`src/rtl/uart_pkg.sv`:
```
// Shared types and helpers for the UART receive path: state encoding,
// frame width, baud divider computation and a 2-of-3 vote.
package uart_pkg;

    typedef enum logic [2:0] {
        IDLE,
        START,
        DATA,
        STOP,
        BREAK
    } rx_state_t;

    localparam int UART_DATA_BITS = 8;

    // Rounded clocks-per-oversample-tick.
    function automatic int baud_div(input int clk_hz, input int baud, input int os);
        int d;
        d = baud * os;
        return (clk_hz + d / 2) / d;
    endfunction

    function automatic logic majority3(input logic a, input logic b, input logic c);
        return (a & b) | (a & c) | (b & c);
    endfunction

endpackage

```
`src/rtl/uart_rx_fsm.sv`:
```
// Next-state and strobe decode for the UART receiver; the state register
// and all counters live in uart_rx.
module uart_rx_fsm
    import uart_pkg::*;
(
    input  rx_state_t state,
    input  logic      rx_s,
    input  logic      bit_evt,
    input  logic      bit_val,
    input  logic      last_bit,
    output rx_state_t state_next,
    output logic      start_clr,
    output logic      shift_en,
    output logic      valid_set,
    output logic      ferr_set
);

    always_comb begin
        state_next = state;
        start_clr  = 1'b0;
        shift_en   = 1'b0;
        valid_set  = 1'b0;
        ferr_set   = 1'b0;
        case (state)
            IDLE: begin
                if (!rx_s) begin
                    state_next = START;
                    start_clr  = 1'b1;
                end
            end
            START: begin
                if (bit_evt) begin
                    state_next = bit_val ? IDLE : DATA;
                end
            end
            DATA: begin
                if (bit_evt) begin
                    shift_en = 1'b1;
                    if (last_bit) begin
                        state_next = STOP;
                    end
                end
            end
            STOP: begin
                // Leaving at mid-stop lets a back-to-back start edge be caught.
                if (bit_evt) begin
                    if (bit_val) begin
                        valid_set  = 1'b1;
                        state_next = IDLE;
                    end else begin
                        ferr_set   = 1'b1;
                        state_next = BREAK;
                    end
                end
            end
            BREAK: begin
                if (rx_s) begin
                    state_next = IDLE;
                end
            end
            default: state_next = IDLE;
        endcase
    end

endmodule

```
`src/rtl/uart_rx.sv`:
```
// 8N1 UART receiver with 16x oversampling and mid-bit sampling.
// Define UART_RX_MAJORITY_EN to vote each bit over three adjacent oversamples.
module uart_rx
    import uart_pkg::*;
#(
    parameter int CLK_HZ     = 25_000_000,
    parameter int BAUD_RATE  = 9600,
    parameter int OVERSAMPLE = 16
) (
    input  logic                      clock,
    input  logic                      reset,
    input  logic                      rx,
    output logic [UART_DATA_BITS-1:0] data,
    output logic                      valid,
    output logic                      framing_error,
    output logic                      busy
);

    localparam int DIV   = baud_div(CLK_HZ, BAUD_RATE, OVERSAMPLE);
    localparam int DIV_W = (DIV > 1) ? $clog2(DIV) : 1;
    localparam int OS_W  = $clog2(OVERSAMPLE);
    localparam int SP    = OVERSAMPLE / 2;
    localparam int BC_W  = $clog2(UART_DATA_BITS);

    logic [1:0]                sync_reg;
    logic                      rx_s;
    logic [DIV_W-1:0]          div_cnt_reg;
    logic                      os_tick;
    logic [OS_W-1:0]           os_cnt_reg;
    logic [BC_W-1:0]           bit_cnt_reg;
    logic [UART_DATA_BITS-1:0] shreg_reg;
    logic [UART_DATA_BITS-1:0] data_reg;
    logic                      valid_reg;
    logic                      ferr_reg;
    rx_state_t                 state_reg;
    rx_state_t                 state_next;
    logic                      bit_evt;
    logic                      bit_val;
    logic                      last_bit;
    logic                      start_clr;
    logic                      shift_en;
    logic                      valid_set;
    logic                      ferr_set;

    always_ff @(posedge clock) begin
        if (reset) begin
            sync_reg <= 2'b11;
        end else begin
            sync_reg <= {sync_reg[0], rx};
        end
    end
    assign rx_s = sync_reg[1];

    assign os_tick = (div_cnt_reg == DIV_W'(DIV - 1));

    always_ff @(posedge clock) begin
        if (reset || start_clr) begin
            div_cnt_reg <= '0;
            os_cnt_reg  <= '0;
        end else if (os_tick) begin
            div_cnt_reg <= '0;
            os_cnt_reg  <= os_cnt_reg + OS_W'(1);
        end else begin
            div_cnt_reg <= div_cnt_reg + DIV_W'(1);
        end
    end

    // os_cnt wraps freely, so each later arrival at SP is exactly one bit
    // period after the previous one and stays centred in the bit.
`ifdef UART_RX_MAJORITY_EN
    logic [1:0] hist_reg;

    always_ff @(posedge clock) begin
        if (reset) begin
            hist_reg <= 2'b11;
        end else if (os_tick) begin
            hist_reg <= {hist_reg[0], rx_s};
        end
    end

    // Decision on the tick reaching SP+1, voting samples at SP-1, SP, SP+1.
    assign bit_evt = os_tick && (os_cnt_reg == OS_W'(SP));
    assign bit_val = majority3(hist_reg[1], hist_reg[0], rx_s);
`else
    assign bit_evt = os_tick && (os_cnt_reg == OS_W'(SP - 1));
    assign bit_val = rx_s;
`endif

    assign last_bit = (bit_cnt_reg == BC_W'(UART_DATA_BITS - 1));

    uart_rx_fsm u_fsm (
        .state      (state_reg),
        .rx_s       (rx_s),
        .bit_evt    (bit_evt),
        .bit_val    (bit_val),
        .last_bit   (last_bit),
        .state_next (state_next),
        .start_clr  (start_clr),
        .shift_en   (shift_en),
        .valid_set  (valid_set),
        .ferr_set   (ferr_set)
    );

    always_ff @(posedge clock) begin
        if (reset) begin
            state_reg   <= IDLE;
            bit_cnt_reg <= '0;
            shreg_reg   <= '0;
            data_reg    <= '0;
            valid_reg   <= 1'b0;
            ferr_reg    <= 1'b0;
        end else begin
            state_reg <= state_next;
            valid_reg <= valid_set;
            ferr_reg  <= ferr_set;
            if (shift_en) begin
                shreg_reg   <= {bit_val, shreg_reg[UART_DATA_BITS-1:1]};
                bit_cnt_reg <= bit_cnt_reg + BC_W'(1);
            end else if (state_reg != DATA) begin
                bit_cnt_reg <= '0;
            end
            if (valid_set) begin
                data_reg <= shreg_reg;
            end
        end
    end

    assign data          = data_reg;
    assign valid         = valid_reg;
    assign framing_error = ferr_reg;
    assign busy          = (state_reg != IDLE);

endmodule

```
`config.mk`:
```
export PLATFORM = sky130hd
export DESIGN_NAME = uart_rx
export DESIGN_NICKNAME = d
export VERILOG_FILES = /design/src/rtl/uart_pkg.sv /design/src/rtl/uart_rx_fsm.sv /design/src/rtl/uart_rx.sv
export SDC_FILE = /design/constraint.sdc
export NUM_CORES = 1
export LEC_CHECK = 0
export ABC_CLOCK_PERIOD_IN_PS = 1500
export CORE_MARGIN = 2
export CORE_UTILIZATION = 50
export DETAILED_ROUTE_END_ITERATION = 10
export GPL_TIMING_DRIVEN = 0
export PLACE_DENSITY = 0.75
export SLEW_MARGIN = 20
export SYNTH_ARGS = -nofsm -noshare
export SYNTH_HDL_FRONTEND = slang
export SYNTH_SLANG_ARGS = --single-unit
```
`constraint.sdc`:
```
create_clock -name clock -period 1.5 [get_ports clock]
set_input_delay 0.225 -clock clock [delete_from_list [all_inputs] [get_ports clock]]
set_output_delay 0.225 -clock clock [all_outputs]
set_load 0.01 [all_outputs]
```
# ---- Word level (Yosys, flattened, before mapping)
# Index checks and enable logic that the tools add are counted.
dict set report word_totals {
  out_inout_bits 11
  regBits 38
}
dict set report classes {
  addsub 3
  bitwise_logic 2
  reduce_logical 8
  n_mux 18
  n_eq_ne 14
}
# op count
set op_table {}
lappend op_table {{$mux 3} 9}
lappend op_table {{$pmux 3 s5} 1}
lappend op_table {{$ne 2x2->1 const B} 6}
lappend op_table {{$add 8x1->8 const B} 1}
lappend op_table {{$eq 8x8->1 const B} 1}
lappend op_table {{$mux 1} 7}
lappend op_table {{$eq 3x2->1 const B} 2}
lappend op_table {{$eq 3x3->1 const B} 2}
lappend op_table {{$reduce_and 6->1} 1}
lappend op_table {{$add 4x1->4 const B} 1}
lappend op_table {{$eq 4x3->1 const B} 1}
lappend op_table {{$add 3x1->3 const B} 1}
lappend op_table {{$eq 3x1->1 const B} 1}
lappend op_table {{$logic_not 3->1} 1}
lappend op_table {{$ne 3x2->1 const B} 1}
lappend op_table {{$reduce_bool 3->1} 1}
lappend op_table {{$reduce_or 3->1} 1}
lappend op_table {{$mux 2} 1}
lappend op_table {{$not 1->1} 2}
lappend op_table {{$reduce_bool 2->1} 1}
lappend op_table {{$reduce_or 2->1} 1}
lappend op_table {{$logic_and 1x1->1} 1}
lappend op_table {{$logic_or 1x1->1} 1}

# ---- Logic depth before layout (Yosys ltp)
# Gate-level depths: netlist (run 1).
dict set report logic_depth {
  ltp_word 5
  ltp_mapped 6
  mapped_depth_nobuf 5
}

# ---- Modules after synthesis
# Synthesis (run 1) repeated with hierarchy kept, for this count alone.
dict set report unflattened {
  hier_cells 157
  area_unflattened_um2 1531.5
}
# module cells_each n_inst area_per_inst_um2 seq_area_each_um2
set modules_own_cells {}
lappend modules_own_cells {uart_rx 141 1 1430.1 760.7}
lappend modules_own_cells {uart_rx_fsm 16 1 101.3 0.0}

# ---- Least setup slack after synthesis (run 1)
# No wires, ideal clock.
dict set report synth_timing {
  path_kind {register to register}
  startpoint {reg div_cnt_reg[0]}
  endpoint {reg os_cnt_reg[3]}
  stages_incl_launch_ff 7
  n_path_buf 1
  arrival_ns 1.591
  synth_period_minus_slack_ns 1.657
  setup_ns 0.066
  path_slack_ns -0.157
  cell_sequence {dfxtp_1 > inv_1 > ha_1 > or3b_1 > buf_2 > or4_4 > a21oi_2}
}
dict set report synth_via {
  elab_chain_len 1
}
# item line_no
set synth_lines {}
lappend synth_lines {{start, declared} uart_rx.sv:27} ;# logic [DIV_W-1:0] div_cnt_reg;
lappend synth_lines {{start signal, assigned} uart_rx.sv:64} ;# div_cnt_reg <= div_cnt_reg + DIV_W'(1);
lappend synth_lines {{$eq 8x8->1} uart_rx.sv:54} ;# assign os_tick = (div_cnt_reg == DIV_W'(DIV - 1));
lappend synth_lines {{end signal, assigned} uart_rx.sv:62} ;# os_cnt_reg <= os_cnt_reg + OS_W'(1);
lappend synth_lines {{end, declared} uart_rx.sv:29} ;# logic [OS_W-1:0] os_cnt_reg;
# Every way passes these cells.
# A chain may end at the register's enable or synchronous reset.

# ---- Worst setup path in the final report (run 1)
dict set report layout_timing {
  startpoint {reg div_cnt_reg[0]}
  endpoint {reg os_cnt_reg[2]}
}
# Same word-level chain as after synthesis.

==> run_results.csv, run 1 <==
group,metric,value,unit
logic_synthesis,dominantRegCellSynth,"dfxtp_1",
worst_setup_path,path_cells,"inv_2, ha_4, or3b_1, buf_6, or4_4, a21oi_2",
place,post-place-ws,-210.2,ps
clock_network,cts_tree,"yes",
logic_synthesis,async_flop_share,0,%
route,totalWireLength,3.436,mm
pwr,ir_worst_vdd,0.0006342,V
clock_network,cts_max_level,2,
worst_setup_path,slowest_stage,"or4_4",
worst_setup_path,critical_path_arrival,1910,ps
worst_setup_path,end_kind,"flip-flop",
logic_synthesis,syn_area,1654,um2
logic_synthesis,avgSynthCellArea,10.15,um2
timing,tightest_slew,488.8,ps
pwr,power_density,972.8,nW/um2
pwr,total_power,2.058,mW
logic_synthesis,yosysUniqueCellTypes,37,
global_routing,grt_pass1_vias,1247,
route,ant_nets,0,
floorplan,die_h,61.52,um
global_routing,antenna_found_initial,0,
worst_setup_path,cp_max_fo,8,
timing,finalMaxSlewViolations,0,
run_status,violations,"setup timing",
layout,fin_cells,233,
hold_path,hp-class,"in -> reg",
place,gp_congestion,0.8012,
global_routing,grt_usage,20.08,%
layout,fill_cells,253,
layout,fin_nets,196,
floorplan,io_pins,14,
place,dpl-instance-area,1861,um2
place,dp.cells,220,
timing,timing.slew.headroom,67.33,%
layout,syn2layout_area_growth,27.91,%
timing,setup_tns,-474.5,ps
clock_network,cts_sinks,38,
timing,max_freq,0.6172,GHz
floorplan,core-area,3103,um2
timing,hold_violations,0,
logic_synthesis,syn_inst,163,
floorplan,die_w,61.52,um
global_routing,grt_max_degree,13,
worst_setup_path,crit_path_max_incr_delay,420,ps
logic_synthesis,yosysWarnings,0,
logic_synthesis,synth_edf_count,0,
timing,hold_ws,439.3,ps
global_routing,grt_pass1_wl,5.430,mm
place,port_buffers,13,
timing,rsz0062_at_grt,"true",
worst_setup_path,crit_type,"reg -> reg",
timing,layout_setup_ws,-120.2,ps
logic_synthesis,synth_fp_nets,171,
floorplan,fp.dieArea,3784,um2
pwr,cellLeakagePower,1.009,nW
worst_setup_path,crit_required,1790,ps
route,remaining_drc_errors,0,
route,vias,1287,
worst_setup_path,path_buf_inv,2,
run_status,status,"finished, violations left",
layout,drive_above_1_share,24.34,%
clock_network,path_clk_slew,110,ps
route,dr.first_iter.drc_count,39,
floorplan,start_util,53.31,%
timing,period_share,108.0,%
route,via_per_inst,5.524,
timing,clock_skew,15.97,ps
floorplan,rows,20,
job,cap_violations,0,
layout,fin_util,68.19,%
global_routing,grt_overflow_total,0,
clock_network,clock_path_buffers,2,
worst_setup_path,cpLargestDelayFamily,"simple AND/OR/NAND/NOR gates",
logic_synthesis,synth-seq-cells,38,
route,wl_per_cell,14.75,um
timing,finalSetupViolations,20,
logic_synthesis,yosysSeqAreaShare,45.99,%
route,detail_route.first_pass.iterations,4,
place,hpwl,2.191,mm
clock_network,numCtsBuffers,5,
clock_network,insertion_delay,360,ps
timing,finalWorstPathRequiredPeriod,1620,ps
clock_network,cts_root_buffer,"clkbuf_4",
worst_setup_path,start_kind,"flip-flop",
layout,num_antenna_cells,0,
layout,fin_area,2116,um2
[placed cells by master (no fill, tap or decap), types with 4 or more instances in the layout]
master	netlist	routed
buf_4	0	6
ha_1	5	4
nand2b_1	18	18
dfxtp_4	0	4
nand3_1	7	6
clkbuf_4	0	5
nand2_1	10	10
dlymetal6s2s_1	0	7
o21ai_0	4	4
mux2i_1	20	20
nor2_1	6	5
dfxtp_1	38	31
nor3_1	5	4
[final timing paths]
path | startpoint | endpoint | slack [ps] | cells after the start
worst max-delay path | div_cnt_reg[0]$_SDFF_PP0_ | os_cnt_reg[2]$_SDFFE_PP0N_ | -120 | 6
worst min-delay path | rx | sync_reg[0]$_SDFF_PP1_ | 440 | 2
worst max register to register | div_cnt_reg[0]$_SDFF_PP0_ | os_cnt_reg[2]$_SDFFE_PP0N_ | -120 | 6
worst min register to register | sync_reg[0]$_SDFF_PP1_ | sync_reg[1]$_SDFF_PP1_ | 460 | 1
[worst reg2reg max path, stage by stage, from the launching register on]
cell	delay, ps
dfxtp_4	360
inv_2	60
ha_4	120
or3b_1	350
buf_6	140
or4_4	420
a21oi_2	120
[Yosys cell counts, drive strengths merged, types with 4 or more instances]
cell    count  area, um2
a211oi      4      30.03
a21oi       4      23.77
dfxtp      38      760.7
ha          5      62.56
mux2i      20      200.2
nand2      10      37.54
nand2b     18      112.6
nand3       7      35.03
nor2        6      22.52
nor3        5      25.02
o21ai       4      20.02
or3         4      25.02
[layout make-up]
class | instances | area (um2) | share of cell area (%)
Sequential cell | 38 | 779.5 | 36.84
Tap cell | 44 | 55.05 | 2.602
Clock inverter | 2 | 60.06 | 2.839
Inverter | 2 | 7.507 | 0.3548
Multi-Input combinational cell | 117 | 935.9 | 44.23
Timing Repair Buffer | 19 | 192.7 | 9.107
Buffer | 5 | 33.78 | 1.597
Clock buffer | 6 | 51.30 | 2.425
[per-layer routing]
layer  vias to the layer above  global-route usage (%)  routed length [um]
met3                         5                   5.882                 162
li1                        639                       -                   -
met2                        24                   32.33                1720
met1                       619                   24.64                1500
met4                         0                   9.422                  51
met5                         -                       0                   0
[cells by family after synthesis]
kind of cell	count (synthesis)	share of synthesized area (%)
AO/OA/AOI/OAI	17	6.884
XOR/XNOR	3	1.589
adder cells (fa/ha/maj)	5	3.782
buffers and inverters	8	2.042
flip-flops	38	45.99
multiplexers	20	12.10
AND/OR/NAND/NOR	72	27.61
[report_power, final]
part	switching, mW	internal (mW)
registers	0.0150	1.02
clock network	0.345	0.565
logic	0.0538	0.0621
total	0.414	1.64
[repair_timing]
action                                 CTS  global route
resized for setup                       23            17
pin swaps                                3             2
hold buffers                             0             0
setup endpoints to repair               35            41
endpoints found under the hold margin    0             0
setup buffers                            4             2
Power figures use the tool's default switching activity.
==> run 2: changes to the inputs <==
SLEW_MARGIN = unset   (was 20)
TNS_END_PERCENT = 10   (was unset)
==> run 2 against run 1 <==
Net effect: the flow still finishes with violations (setup timing); sequential power about the same; sequential cell count unchanged; sequential share of layout area up 0.73 points; critical endpoint unchanged; highest routed layer unchanged.
==> run_results.csv, run 2 (synthesis results as in run 1) <==
group,metric,value,unit
timing,setup_tns,-257.6,ps
timing,finalWorstPathRequiredPeriod,1622,ps
timing,period_share,108.1,%
global_routing,grt_usage,19.95,%
hold_path,hp-class,"in -> reg",
global_routing,use_met1,23.35,%
place,post-place-ws,-211.8,ps
place,hpwl,2.193,mm
global_routing,grt_pass1_vias,1251,
worst_setup_path,crit_path_max_incr_delay,410,ps
timing,max_freq,0.6165,GHz
clock_network,cts_max_level,2,
worst_setup_path,path_buf_inv,2,
pwr,total_power,2.036,mW
layout,layout_common_cells,"dfxtp_1, mux2i_1, nand2b_1, clkdlybuf4s50_1, nand2_1",
pwr,power_density,979.8,nW/um2
floorplan,io_pins,14,
route,vias,1272,
place,port_buffers,13,
route,via_per_inst,5.459,
clock_network,cts_sinks,38,
route,detail_route.first_pass.iterations,4,
clock_network,path_clk_slew,110,ps
clock_network,clock_path_buffers,2,
worst_setup_path,cp_max_fo,8,
layout,syn2layout_area_growth,25.64,%
route,ant_nets,0,
worst_setup_path,path_cells,"inv_2, ha_4, or3b_1, buf_6, or4_4, a21oi_2",
route,remaining_drc_errors,0,
global_routing,grt_max_degree,13,
global_routing,grt_overflow_total,0,
floorplan,core-area,3103,um2
worst_setup_path,slowest_stage,"or4_4",
global_routing,grt.met3_usage,5.882,%
floorplan,rows,20,
route,dr.first_iter.drc_count,30,
worst_setup_path,critical_path_arrival,1900,ps
layout,fin_nets,196,
layout,final_common_cell,"dfxtp_1",
timing,rsz0062_at_grt,"true",
clock_network,numCtsBuffers,5,
floorplan,die_h,61.52,um
timing,finalSetupViolations,3,
clock_network,cts_tree,"yes",
timing,layout_setup_ws,-122.1,ps
run_status,violations,"setup timing",
pwr,ir_worst_vdd,0.0006952,V
global_routing,grt-busiest-layer,"met2",
clock_network,cts_root_buffer,"clkbuf_4",
layout,num_antenna_cells,0,
worst_setup_path,crit_required,1780,ps
timing,finalMaxSlewViolations,0,
route,totalWireLength,3.221,mm
pwr,cellLeakagePower,0.8717,nW
layout,fin_util,66.98,%
route,wl_per_cell,13.82,um
timing,timing.slew.headroom,67.12,%
run_status,status,"finished, violations left",
clock_network,insertion_delay,350,ps
floorplan,fp.dieArea,3784,um2
timing,tightest_slew,492.0,ps
layout,drive_above_1_share,22.75,%
global_routing,antenna_found_initial,0,
layout,fill_cells,275,
timing,hold_violations,0,
worst_setup_path,crit_type,"reg -> reg",
global_routing,grt_pass1_wl,5.409,mm
timing,hold_ws,446.2,ps
worst_setup_path,cpLargestDelayFamily,"simple AND/OR/NAND/NOR gates",
worst_setup_path,reg2reg_slack,-120,ps
floorplan,die_w,61.52,um
place,gp_congestion,0.8012,
timing,clock_skew,13.13,ps
worst_setup_path,end_kind,"flip-flop",
job,cap_violations,0,
global_routing,use_met2,33.68,%
worst_setup_path,start_kind,"flip-flop",
clock_network,cts_hold_buffers,0,
floorplan,start_util,53.31,%
-- run 2: layout make-up --
class / instances / area [um2] / share of cell area (%)
multi-input cells: 117 / 917.1 / 44.13
flip-flops and latches: 38 / 780.7 / 37.57
repair buffers: 18 / 161.4 / 7.766
clock inverters: 2 / 60.06 / 2.890
well taps: 44 / 55.05 / 2.649
clock buffers: 6 / 51.30 / 2.468
plain buffers: 6 / 45.04 / 2.167
inverters: 2 / 7.507 / 0.3612
-- run 2: repair_timing --
item | CTS | global route
resized for setup | 13 | 17
pin swaps | 2 | 3
endpoints found under the setup margin | 32 | 41
buffers inserted | 3 | 2
-- run 2: final timing paths --
check                                                from                    endpoint  cells past startpoint
worst max-delay path            div_cnt_reg[0]$_SDFF_PP0_  os_cnt_reg[2]$_SDFFE_PP0N_                      6
worst min-delay path                                   rx      sync_reg[0]$_SDFF_PP1_                      2
worst max register to register  div_cnt_reg[0]$_SDFF_PP0_  os_cnt_reg[2]$_SDFFE_PP0N_                      6
worst min register to register     sync_reg[0]$_SDFF_PP1_      sync_reg[1]$_SDFF_PP1_                      1
-- run 2: layer usage --
layer	up-vias	routed length [um]
met2	21	1625
li1	631	-
met4	0	63
met3	10	129
met1	610	1403
met5	-	0
-- run 2: power by group --
group | internal [mW] | total, mW | switching, mW | leakage [nW]
clock network | 0.565 | 0.898 | 0.334 | 0.0585
registers | 1.02 | 1.03 | 0.0133 | 0.312
logic | 0.0567 | 0.108 | 0.0509 | 0.501
total | 1.64 | 2.04 | 0.398 | 0.872
-- run 2: stage by stage --
step | area, um2 | cells
floorplan | 1675 | 163
CTS | 2034 | 231
global route | 2078 | 233
detailed placement | 1861 | 220
global placement | 1861 | 220
finish | 2078 | 233
==> run 3: changes to the inputs <==
CORE_MARGIN = unset   (was 2)
CORE_UTILIZATION = 34   (was 50)
DONT_BUFFER_PORTS = 1   (was unset)
PLACE_DENSITY = 0.52   (was 0.75)
==> run 3 against run 2 <==
Net effect: the run still ends with setup timing left; worst hold slack got worse by 400 ps; cell area decreased by 7.8%; count of clock-buffer cells in the layout increased by 1; setup slack improved by 1.0 ps; routed wire length decreased by 5.9%; register-to-register slack about the same; sequential power about the same; die area increased by 36%; first-iteration DRC count decreased by 10%; sequential share of layout area increased by 2.6 points; power decreased by 10%.
==> run_results.csv, run 3 (synthesis results as in run 1) <==
group,metric,value,unit
clock_network,numCtsBuffers,5,
layout,drive_above_1_share,19.77,%
route,detail_route.first_pass.iterations,4,
global_routing,grt_usage,12.59,%
place,hpwl,2.174,mm
timing,max_freq,0.6169,GHz
global_routing,grt_max_degree,12,
layout,syn2layout_area_growth,15.81,%
worst_setup_path,path_cells,"inv_2, ha_4, or3b_1, buf_6, or4_4, a21oi_2",
global_routing,antenna_found_initial,0,
floorplan,die_w,71.75,um
timing,clock_skew,4.789,ps
worst_setup_path,worstReg2RegEnd,"os_cnt_reg[2]$_SDFFE_PP0N_",
worst_setup_path,end_kind,"flip-flop",
hold_path,hp-class,"in -> reg",
layout,seq_area,769.5,um2
timing,tightest_slew,516.6,ps
timing,finalMaxSlewViolations,0,
floorplan,fp.dieArea,5148,um2
timing,rsz0062_at_grt,"true",
job,cap_violations,0,
route,wl_per_cell,13.41,um
clock_network,insertion_delay,280,ps
global_routing,grt_pass1_wl,5.037,mm
worst_setup_path,critical_path_arrival,1840,ps
worst_setup_path,crit_end,"os_cnt_reg[2]$_SDFFE_PP0N_",
run_status,violations,"setup timing",
global_routing,grt_overflow_total,0,
worst_setup_path,start_kind,"flip-flop",
pwr,cellLeakagePower,0.7885,nW
floorplan,start_util,35.25,%
timing,hold_violations,0,
timing,period_share,108.1,%
place,gp_congestion,0.7264,
worst_setup_path,cp_max_fo,8,
worst_setup_path,crit_start,"div_cnt_reg[0]$_SDFF_PP0_",
timing,timing.slew.headroom,65.47,%
route,via_per_inst,5.314,
place,dp.cells,217,
worst_setup_path,crit_path_max_incr_delay,410,ps
pwr,ir_worst_vdd,0.0004054,V
layout,fill_cells,477,
route,remaining_drc_errors,0,
floorplan,io_pins,14,
place,port_buffers,0,
timing,finalWorstPathRequiredPeriod,1621,ps
pwr,total_power,1.832,mW
hold_path,hp-start,"rx",
layout,final_common_cell,"dfxtp_1",
clock_network,cts_max_level,2,
route,totalWireLength,3.031,mm
worst_setup_path,reg2reg_slack,-120,ps
run_status,status,"finished, violations left",
layout,multi_input_area,927.1,um2
clock_network,cts_tree,"yes",
worst_setup_path,reg2reg_depth,6,
clock_network,clock_path_buffers,2,
clock_network,path_clk_slew,70,ps
route,dr.first_iter.drc_count,27,
timing,finalSetupViolations,3,
layout,fin_util,40.83,%
clock_network,cts_sinks,38,
floorplan,core-area,4692,um2
worst_setup_path,crit_required,1720,ps
clock_network,cts_root_buffer,"clkbuf_8",
route,vias,1201,
layout,num_antenna_cells,0,
layout,layout_common_cells,"dfxtp_1, mux2i_1, nand2b_1, nand2_1, nand3_1",
layout,fin_nets,179,
global_routing,grt_pass1_vias,1188,
route,ant_nets,0,
worst_setup_path,r2r-start,"div_cnt_reg[0]$_SDFF_PP0_",
timing,layout_setup_ws,-121.1,ps
layout,fin_cells,226,
pwr,power_density,956.2,nW/um2
floorplan,die_h,71.75,um
worst_setup_path,crit_type,"reg -> reg",
floorplan,rows,25,
worst_setup_path,slowest_stage,"or4_4",
run 3: timing repair:
item	in CTS	in global routing
setup buffers	2	0
gates cloned	0	0
hold buffers	0	0
gates resized for setup	9	8
pin swaps	2	4
setup endpoints to repair	33	32
run 3: final cells by class:
class / instances / share of cell area (%)
buffer: 5 / 1.764
clock buffer: 7 / 4.507
clock inverter: 1 / 0.2613
inverter: 2 / 0.3919
multi-input combinational: 117 / 48.40
sequential: 38 / 40.17
tap: 54 / 3.527
timing repair buffer: 2 / 0.9798
run 3: how the worst min path moves through the flow:
stage                              to  cells after the start
6_report       sync_reg[0]$_SDFF_PP1_                      1
5_1_grt        sync_reg[0]$_SDFF_PP1_                      1
4_1_cts        sync_reg[0]$_SDFF_PP1_                      1
3_5_place_dp   sync_reg[0]$_SDFF_PP1_                      1
3_3_place_gp   sync_reg[0]$_SDFF_PP1_                      1
2_1_floorplan  sync_reg[0]$_SDFF_PP1_                      1
run 3: worst max-delay path: cells and delay by family (launching register included):
family,cells,cell delay (ps)
fa+ha+maj,1,120
buf+inv,2,200
compound gates,1,130
flops,1,350
simple gates,2,760
run 3: report_power, final:
group	switching, mW	total [mW]	internal, mW
registers	0.0150	1.03	1.02
logic	0.0439	0.0904	0.0464
clock network	0.336	0.707	0.371
total	0.395	1.83	1.44
run 3: through the flow:
step | hold slack (ps) | cell area, um2 | setup WS [ps] | TNS, ps
2_1_floorplan | 328.8 | 1675 | -47.80 | -81.76
3_3_place_gp | 332.2 | 1743 | -218.2 | -4955
3_5_place_dp | 336.5 | 1743 | -260.3 | -5813
4_1_cts | 34.57 | 1889 | -129.3 | -245.0
5_1_grt | 29.41 | 1916 | -162.5 | -910.5
6_report | 43.20 | 1916 | -121.1 | -217.9
run 3: per-layer routing:
layer  routed length [um]  GRT usage (%)
met1                 1435          14.67
met2                 1474          21.17
met3                   84          3.938
met4                   37          5.664
met5                    0              0
